<file path="src/rtl/pipe_input_arbiter.sv">
// Packet-granular round-robin arbiter feeding one registered pipeline input stage; 1-cycle latency.
// A stalled, occupied output stage holds its beat and withdraws every req_ready.
module pipe_input_arbiter #(
    parameter int N_REQ  = 4,
    parameter int DATA_W = 32,
    parameter int TAG_W  = (N_REQ > 1) ? $clog2(N_REQ) : 1
) (
    input  logic                      clk,
    input  logic                      rst,
    input  logic [N_REQ-1:0]          req_valid,
    input  logic [N_REQ*DATA_W-1:0]   req_data,
    input  logic [N_REQ-1:0]          req_last,
    output logic [N_REQ-1:0]          req_ready,
    input  logic                      pipe_stall,
    output logic [DATA_W-1:0]         pipe_data,
    output logic                      pipe_en,
    output logic [TAG_W-1:0]          pipe_tag,
    output logic                      pipe_last,
    output logic                      locked
);

    typedef enum logic {ARB, LOCK} state_t;

    state_t              state_q, state_d;
    logic [TAG_W-1:0]    rr_ptr_q, rr_ptr_d;
    logic [TAG_W-1:0]    owner_q, owner_d;
    logic [DATA_W-1:0]   pipe_data_q, pipe_data_d;
    logic [TAG_W-1:0]    pipe_tag_q, pipe_tag_d;
    logic                pipe_en_q, pipe_en_d;
    logic                pipe_last_q, pipe_last_d;

    logic                load;
    logic [2*N_REQ-1:0]  valid_dbl, valid_shift;
    logic [N_REQ-1:0]    valid_rot;
    logic [TAG_W:0]      sum;
    logic [TAG_W-1:0]    winner, sel, next_ptr;
    logic [DATA_W-1:0]   sel_data;
    logic                sel_last, sel_valid, accept;

    assign load        = !pipe_en_q || !pipe_stall;
    assign valid_dbl   = {req_valid, req_valid};
    assign valid_shift = valid_dbl >> rr_ptr_q;
    assign valid_rot   = valid_shift[N_REQ-1:0];

    // Rotated view puts rr_ptr at bit 0; scanning downward leaves the lowest offset as winner.
    always_comb begin
        sum    = '0;
        winner = '0;
        for (int k = N_REQ - 1; k >= 0; k--) begin
            if (valid_rot[k]) begin
                sum = {1'b0, rr_ptr_q} + (TAG_W+1)'(k);
                if (sum >= (TAG_W+1)'(N_REQ))
                    sum = sum - (TAG_W+1)'(N_REQ);
                winner = sum[TAG_W-1:0];
            end
        end
    end

    assign sel      = (state_q == LOCK) ? owner_q : winner;
    assign next_ptr = (sel == TAG_W'(N_REQ - 1)) ? '0 : sel + 1'b1;

    always_comb begin
        sel_data  = '0;
        sel_last  = 1'b0;
        sel_valid = 1'b0;
        for (int k = 0; k < N_REQ; k++) begin
            if (sel == TAG_W'(k)) begin
                sel_data  = req_data[k*DATA_W +: DATA_W];
                sel_last  = req_last[k];
                sel_valid = req_valid[k];
            end
        end
    end

    assign accept = load && sel_valid && !rst;

    always_ff @(posedge clk or posedge rst) begin
        if (rst) begin
            state_q     <= ARB;
            rr_ptr_q    <= '0;
            owner_q     <= '0;
            pipe_data_q <= '0;
            pipe_tag_q  <= '0;
            pipe_en_q   <= 1'b0;
            pipe_last_q <= 1'b0;
        end else begin
            state_q     <= state_d;
            rr_ptr_q    <= rr_ptr_d;
            owner_q     <= owner_d;
            pipe_data_q <= pipe_data_d;
            pipe_tag_q  <= pipe_tag_d;
            pipe_en_q   <= pipe_en_d;
            pipe_last_q <= pipe_last_d;
        end
    end

    always_comb begin
        state_d     = state_q;
        rr_ptr_d    = rr_ptr_q;
        owner_d     = owner_q;
        pipe_data_d = pipe_data_q;
        pipe_tag_d  = pipe_tag_q;
        pipe_en_d   = pipe_en_q;
        pipe_last_d = pipe_last_q;
        if (accept) begin
            if (sel_last) begin
                state_d  = ARB;
                rr_ptr_d = next_ptr;
            end else begin
                state_d  = LOCK;
                owner_d  = sel;
            end
        end
        // A load with nothing accepted leaves a bubble; data/tag keep their last values.
        if (load) begin
            pipe_en_d   = accept;
            pipe_last_d = accept && sel_last;
            if (accept) begin
                pipe_data_d = sel_data;
                pipe_tag_d  = sel;
            end
        end
    end

    always_comb begin
        req_ready = '0;
        for (int k = 0; k < N_REQ; k++)
            req_ready[k] = accept && (sel == TAG_W'(k));
        locked = (state_q == LOCK);
    end

    assign pipe_data = pipe_data_q;
    assign pipe_en   = pipe_en_q;
    assign pipe_tag  = pipe_tag_q;
    assign pipe_last = pipe_last_q;

endmodule

</file>
<file path="config.mk">
export PLATFORM = sky130hd
export DESIGN_NAME = pipe_input_arbiter
export DESIGN_NICKNAME = d
export VERILOG_FILES = /design/src/rtl/pipe_input_arbiter.sv
export SDC_FILE = /design/constraint.sdc
export NUM_CORES = 1
export LEC_CHECK = 0
export CAP_MARGIN = 30
export CORE_ASPECT_RATIO = 1.2
export CORE_UTILIZATION = 41
export DETAILED_ROUTE_END_ITERATION = 10
export PLACE_DENSITY = 0.84
export SLEW_MARGIN = 20
export SYNTH_ARGS = -nofsm -noshare
export SYNTH_HDL_FRONTEND = slang
export SYNTH_SLANG_ARGS = --single-unit
</file>
<file path="constraint.sdc">
create_clock -name clk -period 12.13 [get_ports clk]
set_input_delay 3.639 -clock clk [delete_from_list [all_inputs] [get_ports clk]]
set_output_delay 3.639 -clock clk [all_outputs]
set_load 0.01 [all_outputs]
</file>
==> flow_metrics.tcl, run 1 <==
set metrics [dict create \
    status "complete, no violations" \
    path_class "primary input to primary output" \
    synth.distinct_cells 40 \
    setup_viol 0 \
    start_kind "primary input" \
    synth_common_cells "41 x dfrtp_1, 34 x nand2_1, 33 x nor2b_1" \
    dpl.hpwl_mm 6.78 \
    synth_top_cell_by_area "dfrtp_1" \
    fin_crit_sh_pct 90.9 \
    clockPowerShare_pct 6.9 \
    critPathRequiredTime_ps 8490 \
    r2r-end "pipe_data[14]$_DFFE_PP0P_" \
    max_stage_delay_ps 850 \
    rows 33 \
    max_freq_mhz 90.7 \
    synth_seq_area_share_pct 35.0 \
    dieArea_um2 7500 \
    reg2reg_from "rr_ptr_q[0]$_DFFE_PP0P_" \
    io_buffers 179 \
    cellLeakagePower_nw 1.91 \
    async_flop_share_pct 100 \
    post-route-min-period_ps 11020 \
    grt_overflow 0 \
    syn_inst 285 \
    switching_share_pct 39.8 \
    drc_errors 0 \
    via_count 2967 \
    grt_pass1_vias 2974 \
    core_um2 6900 \
    postRouteAntennaNets 0 \
    die_h_um 94.7 \
    slowest_stage "o41ai_1" \
    worst_pin_slew_ps 960 \
    r2r_slack_ps 8200 \
    min_delay_path_depth 1 \
    initial_utilization_pct 42.6 \
    cts.htree.levels 2 \
    r2r_cells 8 \
    netlist.area_leader.share_pct 35.0 \
    post-place-ws_ps 1180 \
    cts_resized 0 \
    synthesis.nets 428 \
    fin_ws_ps 1110 \
    antenna_found_initial 0 \
    finalWeightedCongestion 0.877 \
    postCtsSetupBuffers 0 \
    worst-path-max-fanout 37 \
    hold_buffers 0 \
    clk_pin_slew_ps 70 \
    grt_pass1_wl_mm 14.0 \
    synth_ff_type "dfrtp_1" \
    hold_end "pipe_data[18]$_DFFE_PP0P_" \
    finClkSkew_ps 6.35 \
    final_util_pct 70.0 \
    post_route_cells_drive_above_1_share_pct 12.2 \
    finalWirelength_mm 9.04 \
    power_frac_seq_pct 19.6 \
    syn_area_um2 2930 \
    worstHoldStart "pipe_data[18]$_DFFE_PP0P_" \
    clkLatencyLatePin_ps 280 \
    cts.sinks 41 \
    synth_area_leaders "dfrtp_1 35%, mux2_4 14%, a221oi_1 9.6%, o31ai_1 7.9%, nor2b_1 7.0%" \
    synth_warnings 0 \
    worstSetupEndpointType "primary output" \
    cts_buffer_depth 2 \
    via_per_inst 5.53 \
    cts_root_buf "clkbuf_8" \
    syn_to_final_growth_pct 64.4 \
    p_comb_share_pct 73.5 \
    layout.nets 593 \
    avgSynthCellArea_um2 10.3 \
    p_int_w 0.000764 \
    grt_max_degree 42 \
    die_w_um 79.2 \
    finalMaxSlewViolations 0 \
    synth-seq-cells 41 \
    numCtsBuffers 5 \
    wire_per_inst_um 16.8 \
    top_level_ports 180 \
    grt_setup_unrepaired "false" \
    cts_tree "yes" \
    drtIter0Drc 102 \
    drtPass1Iterations 5 \
    diodes 0 \
    cpMostUsedCell "clkdlybuf4s50_1" \
    ir_drop_uv 189 \
    setup_tns_ps 0 \
    max-slew-margin-rel_pct 35.2 \
    synth_edf_count 0 \
    crit_chain "clkdlybuf4s50_1 -> nand2b_1 -> a21oi_1 -> o41ai_1 -> ha_2 -> a211oi_2 -> a211oi_4 -> and3_1 -> clkdlybuf4s50_1" \
    cp.arrival_ps 7380 \
    timing_hold_violations_final 0 \
    drv_cap 0 \
    gr-usage-all-layers_pct 24.2 \
    p_per_area_nw_per_um2 263 \
    power_switching_w 0.000506 \
    hold_path_class "flop to flop" \
    synth.most_common_cell "dfrtp_1" \
]
==> placed cells by master (no fill, tap or decap), types with 2 or more instances in the layout <==
cell,instances
clkdlybuf4s50_1,179
dfrtp_1,41
nand2_1,34
a221oi_1,32
nor2b_1,32
o31ai_1,31
mux2_4,27
mux2_2,7
inv_1,6
clkbuf_8,6
a21oi_1,5
nand2b_1,4
and3_1,4
a211oi_1,3
buf_4,3
nand3b_1,2
nand3_1,2
o21ai_0,2
nor2_1,2
mux2_1,2
ha_2,2
ha_1,2
==> how the worst max path moves through the flow <==
stage	cells after the start	slack, ps	to	from
2_1_floorplan	8	2930	req_ready[3]	req_valid[1]
3_3_place_gp	10	1290	req_ready[3]	req_valid[1]
3_5_place_dp	9	1180	req_ready[3]	req_valid[1]
4_1_cts	9	1160	req_ready[3]	req_valid[1]
5_1_grt	9	970	req_ready[1]	req_valid[1]
6_report	9	1110	req_ready[3]	req_valid[1]
==> flip-flops by register name (all words and copies together), names as in the netlist <==
signal and cells:
owner_q 2, pipe_last 1, pipe_tag 2, rr_ptr_q 2, locked 1, pipe_data 32, pipe_en 1
==> final cells by class <==
cell class                 count  area [µm²]
inverter                       7        26.3
sequential                    41        1030
multi-input combinational    211        1710
fill                         535        2070
timing repair buffer         184        1860
clock buffer                   7        86.3
tap                           87         109
==> critical path: cells and delay by family <==
family | cells | cell delay, ps
compound gates | 4 | 1440
simple gates | 2 | 380
buf+inv | 2 | 1120
fa+ha+maj | 1 | 790
==> cells by family (layout without fill, tap and decap cells) <==
family	count (synthesis)	count (layout)	synth area share, %
compound gates	83	83	22.7
buf+inv	33	198	6.87
flops	41	41	35.0
simple gates	87	87	16.1
fa+ha+maj	4	4	1.71
mux	37	37	17.6
==> through the flow <==
step	total power, W	std cells	cell area, µm²	hold slack (ps)
after global routing	0.00137	537	4820	508
after CTS	0.00128	536	4800	496
after floorplan	0.000916	285	2930	480
final	0.00127	537	4820	490
after detailed placement	0.00119	529	4720	478
after global placement	0.00114	528	4690	473
==> per-layer routing <==
metal	vias up	global-route usage, %	wire [µm]
met3	20	4.25	629
met5	-	0	0
met4	0	11.4	267
li1	1397	-	-
met1	1416	26.8	3440
met2	134	44.7	4710
==> power by group through the flow <==
stage               Clock [W]  Combinational [W]  Sequential, W
CTS                 0.0000925           0.000941       0.000248
floorplan                   0           0.000646       0.000271
global route        0.0000980            0.00102       0.000256
detailed placement          0           0.000938       0.000249
finish              0.0000879           0.000933       0.000248
global placement            0           0.000899       0.000246
No activity file was read; power rests on OpenSTA's default activity.
==> run 2: changes to the inputs <==
- CAP_MARGIN: 30 -> default
==> run 2 against run 1 <==
Effect of this change:
- via count grew 0.13%
- sequential power is essentially flat
- worst hold slack about the same
- die area unchanged
- utilization is 0.11 points lower
- combinational power shrank 0.5%
- non-clock buffer count shrank 2
- cell count shrank 0.19%
- design area decreased by 0.16%
- global-route usage is 0.45 points lower
- maximum frequency up 0.17%
==> flow_metrics.tcl, run 2 (same netlist as run 1, synthesis figures left out) <==
set metrics [dict create \
    timing_hold_violations_final 0 \
    status "complete, no violations" \
    grt_pass1_wl_mm 13.8 \
    worst_pin_slew_ps 977 \
    crit_start "req_valid[1]" \
    placed_cell_area_um2 4690 \
    dp_cells 528 \
    clk_pin_slew_ps 70 \
    worst-path-max-fanout 37 \
    core_um2 6900 \
    slowest_stage "o41ai_1" \
    setup_tns_ps 0 \
    largest_reg_flops 32 \
    setup_viol 0 \
    grt_overflow 0 \
    path_class "primary input to primary output" \
    postCtsSetupBuffers 0 \
    worstSetupEndpointType "primary output" \
    die_w_um 79.2 \
    grt_pass1_vias 2890 \
    power_switching_w 0.000512 \
    clockPowerShare_pct 8.7 \
    worstHoldStart "pipe_data[18]$_DFFE_PP0P_" \
    cpMostUsedCell "clkdlybuf4s50_1" \
    cellLeakagePower_nw 1.91 \
    hold_path_class "flop to flop" \
    cts_buffer_depth 2 \
    clkLatencyLatePin_ps 290 \
    power_frac_seq_pct 19.3 \
    finClkSkew_ps 4.25 \
    start_kind "primary input" \
    finalMaxSlewViolations 0 \
    cts_tree "yes" \
    hold_buffers 0 \
    drv_cap 0 \
    via_per_inst 5.54 \
    fin_crit_sh_pct 90.7 \
    numCtsBuffers 5 \
    critPathRequiredTime_ps 8490 \
    post_route_cells_drive_above_1_share_pct 12.0 \
    dieArea_um2 7500 \
    drc_errors 0 \
    p_comb_share_pct 72.1 \
    cts.htree.levels 2 \
    cts_resized 0 \
    switching_share_pct 39.7 \
    diodes 0 \
    ir_drop_uv 162 \
    wire_per_inst_um 16.9 \
    finalWeightedCongestion 0.877 \
    crit_chain "clkdlybuf4s50_1 -> nand2b_1 -> a21oi_1 -> o41ai_1 -> ha_2 -> a211oi_2 -> a211oi_4 -> and3_1 -> clkdlybuf4s50_1" \
    rows 33 \
    final_common_cell "clkdlybuf4s50_1" \
    reg2reg_from "rr_ptr_q[0]$_DFFE_PP0P_" \
    cts_root_buf "clkbuf_8" \
    drtIter0Drc 115 \
    nFillCells 520 \
    max_stage_delay_ps 860 \
    final_cell_mix "179 x clkdlybuf4s50_1, 41 x dfrtp_1, 34 x nand2_1" \
    via_count 2971 \
    finalHoldWorstSlack_ps 489 \
    grt_setup_unrepaired "false" \
    cp.arrival_ps 7370 \
    layout.nets 591 \
    max-slew-margin-rel_pct 34.0 \
    antenna_found_initial 0 \
    postRouteAntennaNets 0 \
    dpl.hpwl_mm 6.68 \
    drtPass1Iterations 5 \
    die_h_um 94.7 \
    p_int_w 0.000776 \
    io_buffers 179 \
    gr-usage-all-layers_pct 23.8 \
    post-route-min-period_ps 11000 \
    fin_cells 536 \
    grt_max_degree 70 \
    p_per_area_nw_per_um2 267 \
    syn_to_final_growth_pct 64.1 \
    cts.sinks 41 \
    max_freq_mhz 90.9 \
    finalWirelength_mm 9.08 \
    initial_utilization_pct 42.6 \
    final_area_um2 4820 \
    totalPowerFinal_w 0.00129 \
    top_level_ports 180 \
]
[run 2: cell count changes in the layout (fill, tap and decap cells not counted)]
cell | previous run | this run
ha_4 | 0 | 1
buf_16 | 1 | 0
buf_12 | 1 | 0
bufinv_16 | 0 | 1
ha_2 | 2 | 1
[run 2: area by class of cell]
type | count | area (µm²) | area share [%]
Clock buffer | 7 | 86.3 | 1.79
Clock inverter | 1 | 30.0 | 0.624
Inverter | 7 | 26.3 | 0.546
Multi-Input combinational cell | 211 | 1720 | 35.8
Sequential cell | 41 | 1030 | 21.3
Tap cell | 87 | 109 | 2.26
Timing Repair Buffer | 182 | 1810 | 37.7
[run 2: per-stage QoR]
| stage | utilization [%] | worst slack [ps] |
|---|---|---|
| finish | 69.8 | 1130 |
| global route | 69.8 | 935 |
| CTS | 69.7 | 1060 |
| detailed placement | 68.0 | 1080 |
| global placement | 68.0 | 1290 |
| floorplan | - | 2930 |
[run 2: final timing paths]
kind,to,slack [ps],cells after the start
worst max-delay path,req_ready[3],1130,9
worst min-delay path,pipe_data[18]$_DFFE_PP0P_,490,1
worst max register to register,pipe_data[14]$_DFFE_PP0P_,8200,8
worst min register to register,pipe_data[18]$_DFFE_PP0P_,490,1
max in group asynchronous,pipe_data[3]$_DFFE_PP0P_,7720,2
min in group asynchronous,pipe_last$_DFFE_PP0N_,3870,2
[run 2: power groups by stage]
stage	Combinational (W)	Sequential, W	Clock [W]
after CTS	0.000926	0.000248	0.000115
final	0.000928	0.000248	0.000112
after floorplan	0.000646	0.000271	0
after detailed placement	0.000921	0.000249	0
after global placement	0.000899	0.000246	0
after global routing	0.00100	0.000255	0.000121
[run 2: critical path: cells and delay by family]
| family | cells | cell delay (ps) |
|---|---|---|
| and+or+nand+nor | 2 | 370 |
| adders and majority gates | 1 | 790 |
| AOI/OAI and AO/OA | 4 | 1430 |
| buffers and inverters | 2 | 1110 |
[run 2: per-layer routing]
metal  up-vias  GRT usage (%)  wire length (µm)
li1       1394              -                 -
met1      1409           25.8              3490
met2       143           44.9              4720
met3        25           5.02               572
met4         0           8.79               293
met5         -              0                 0
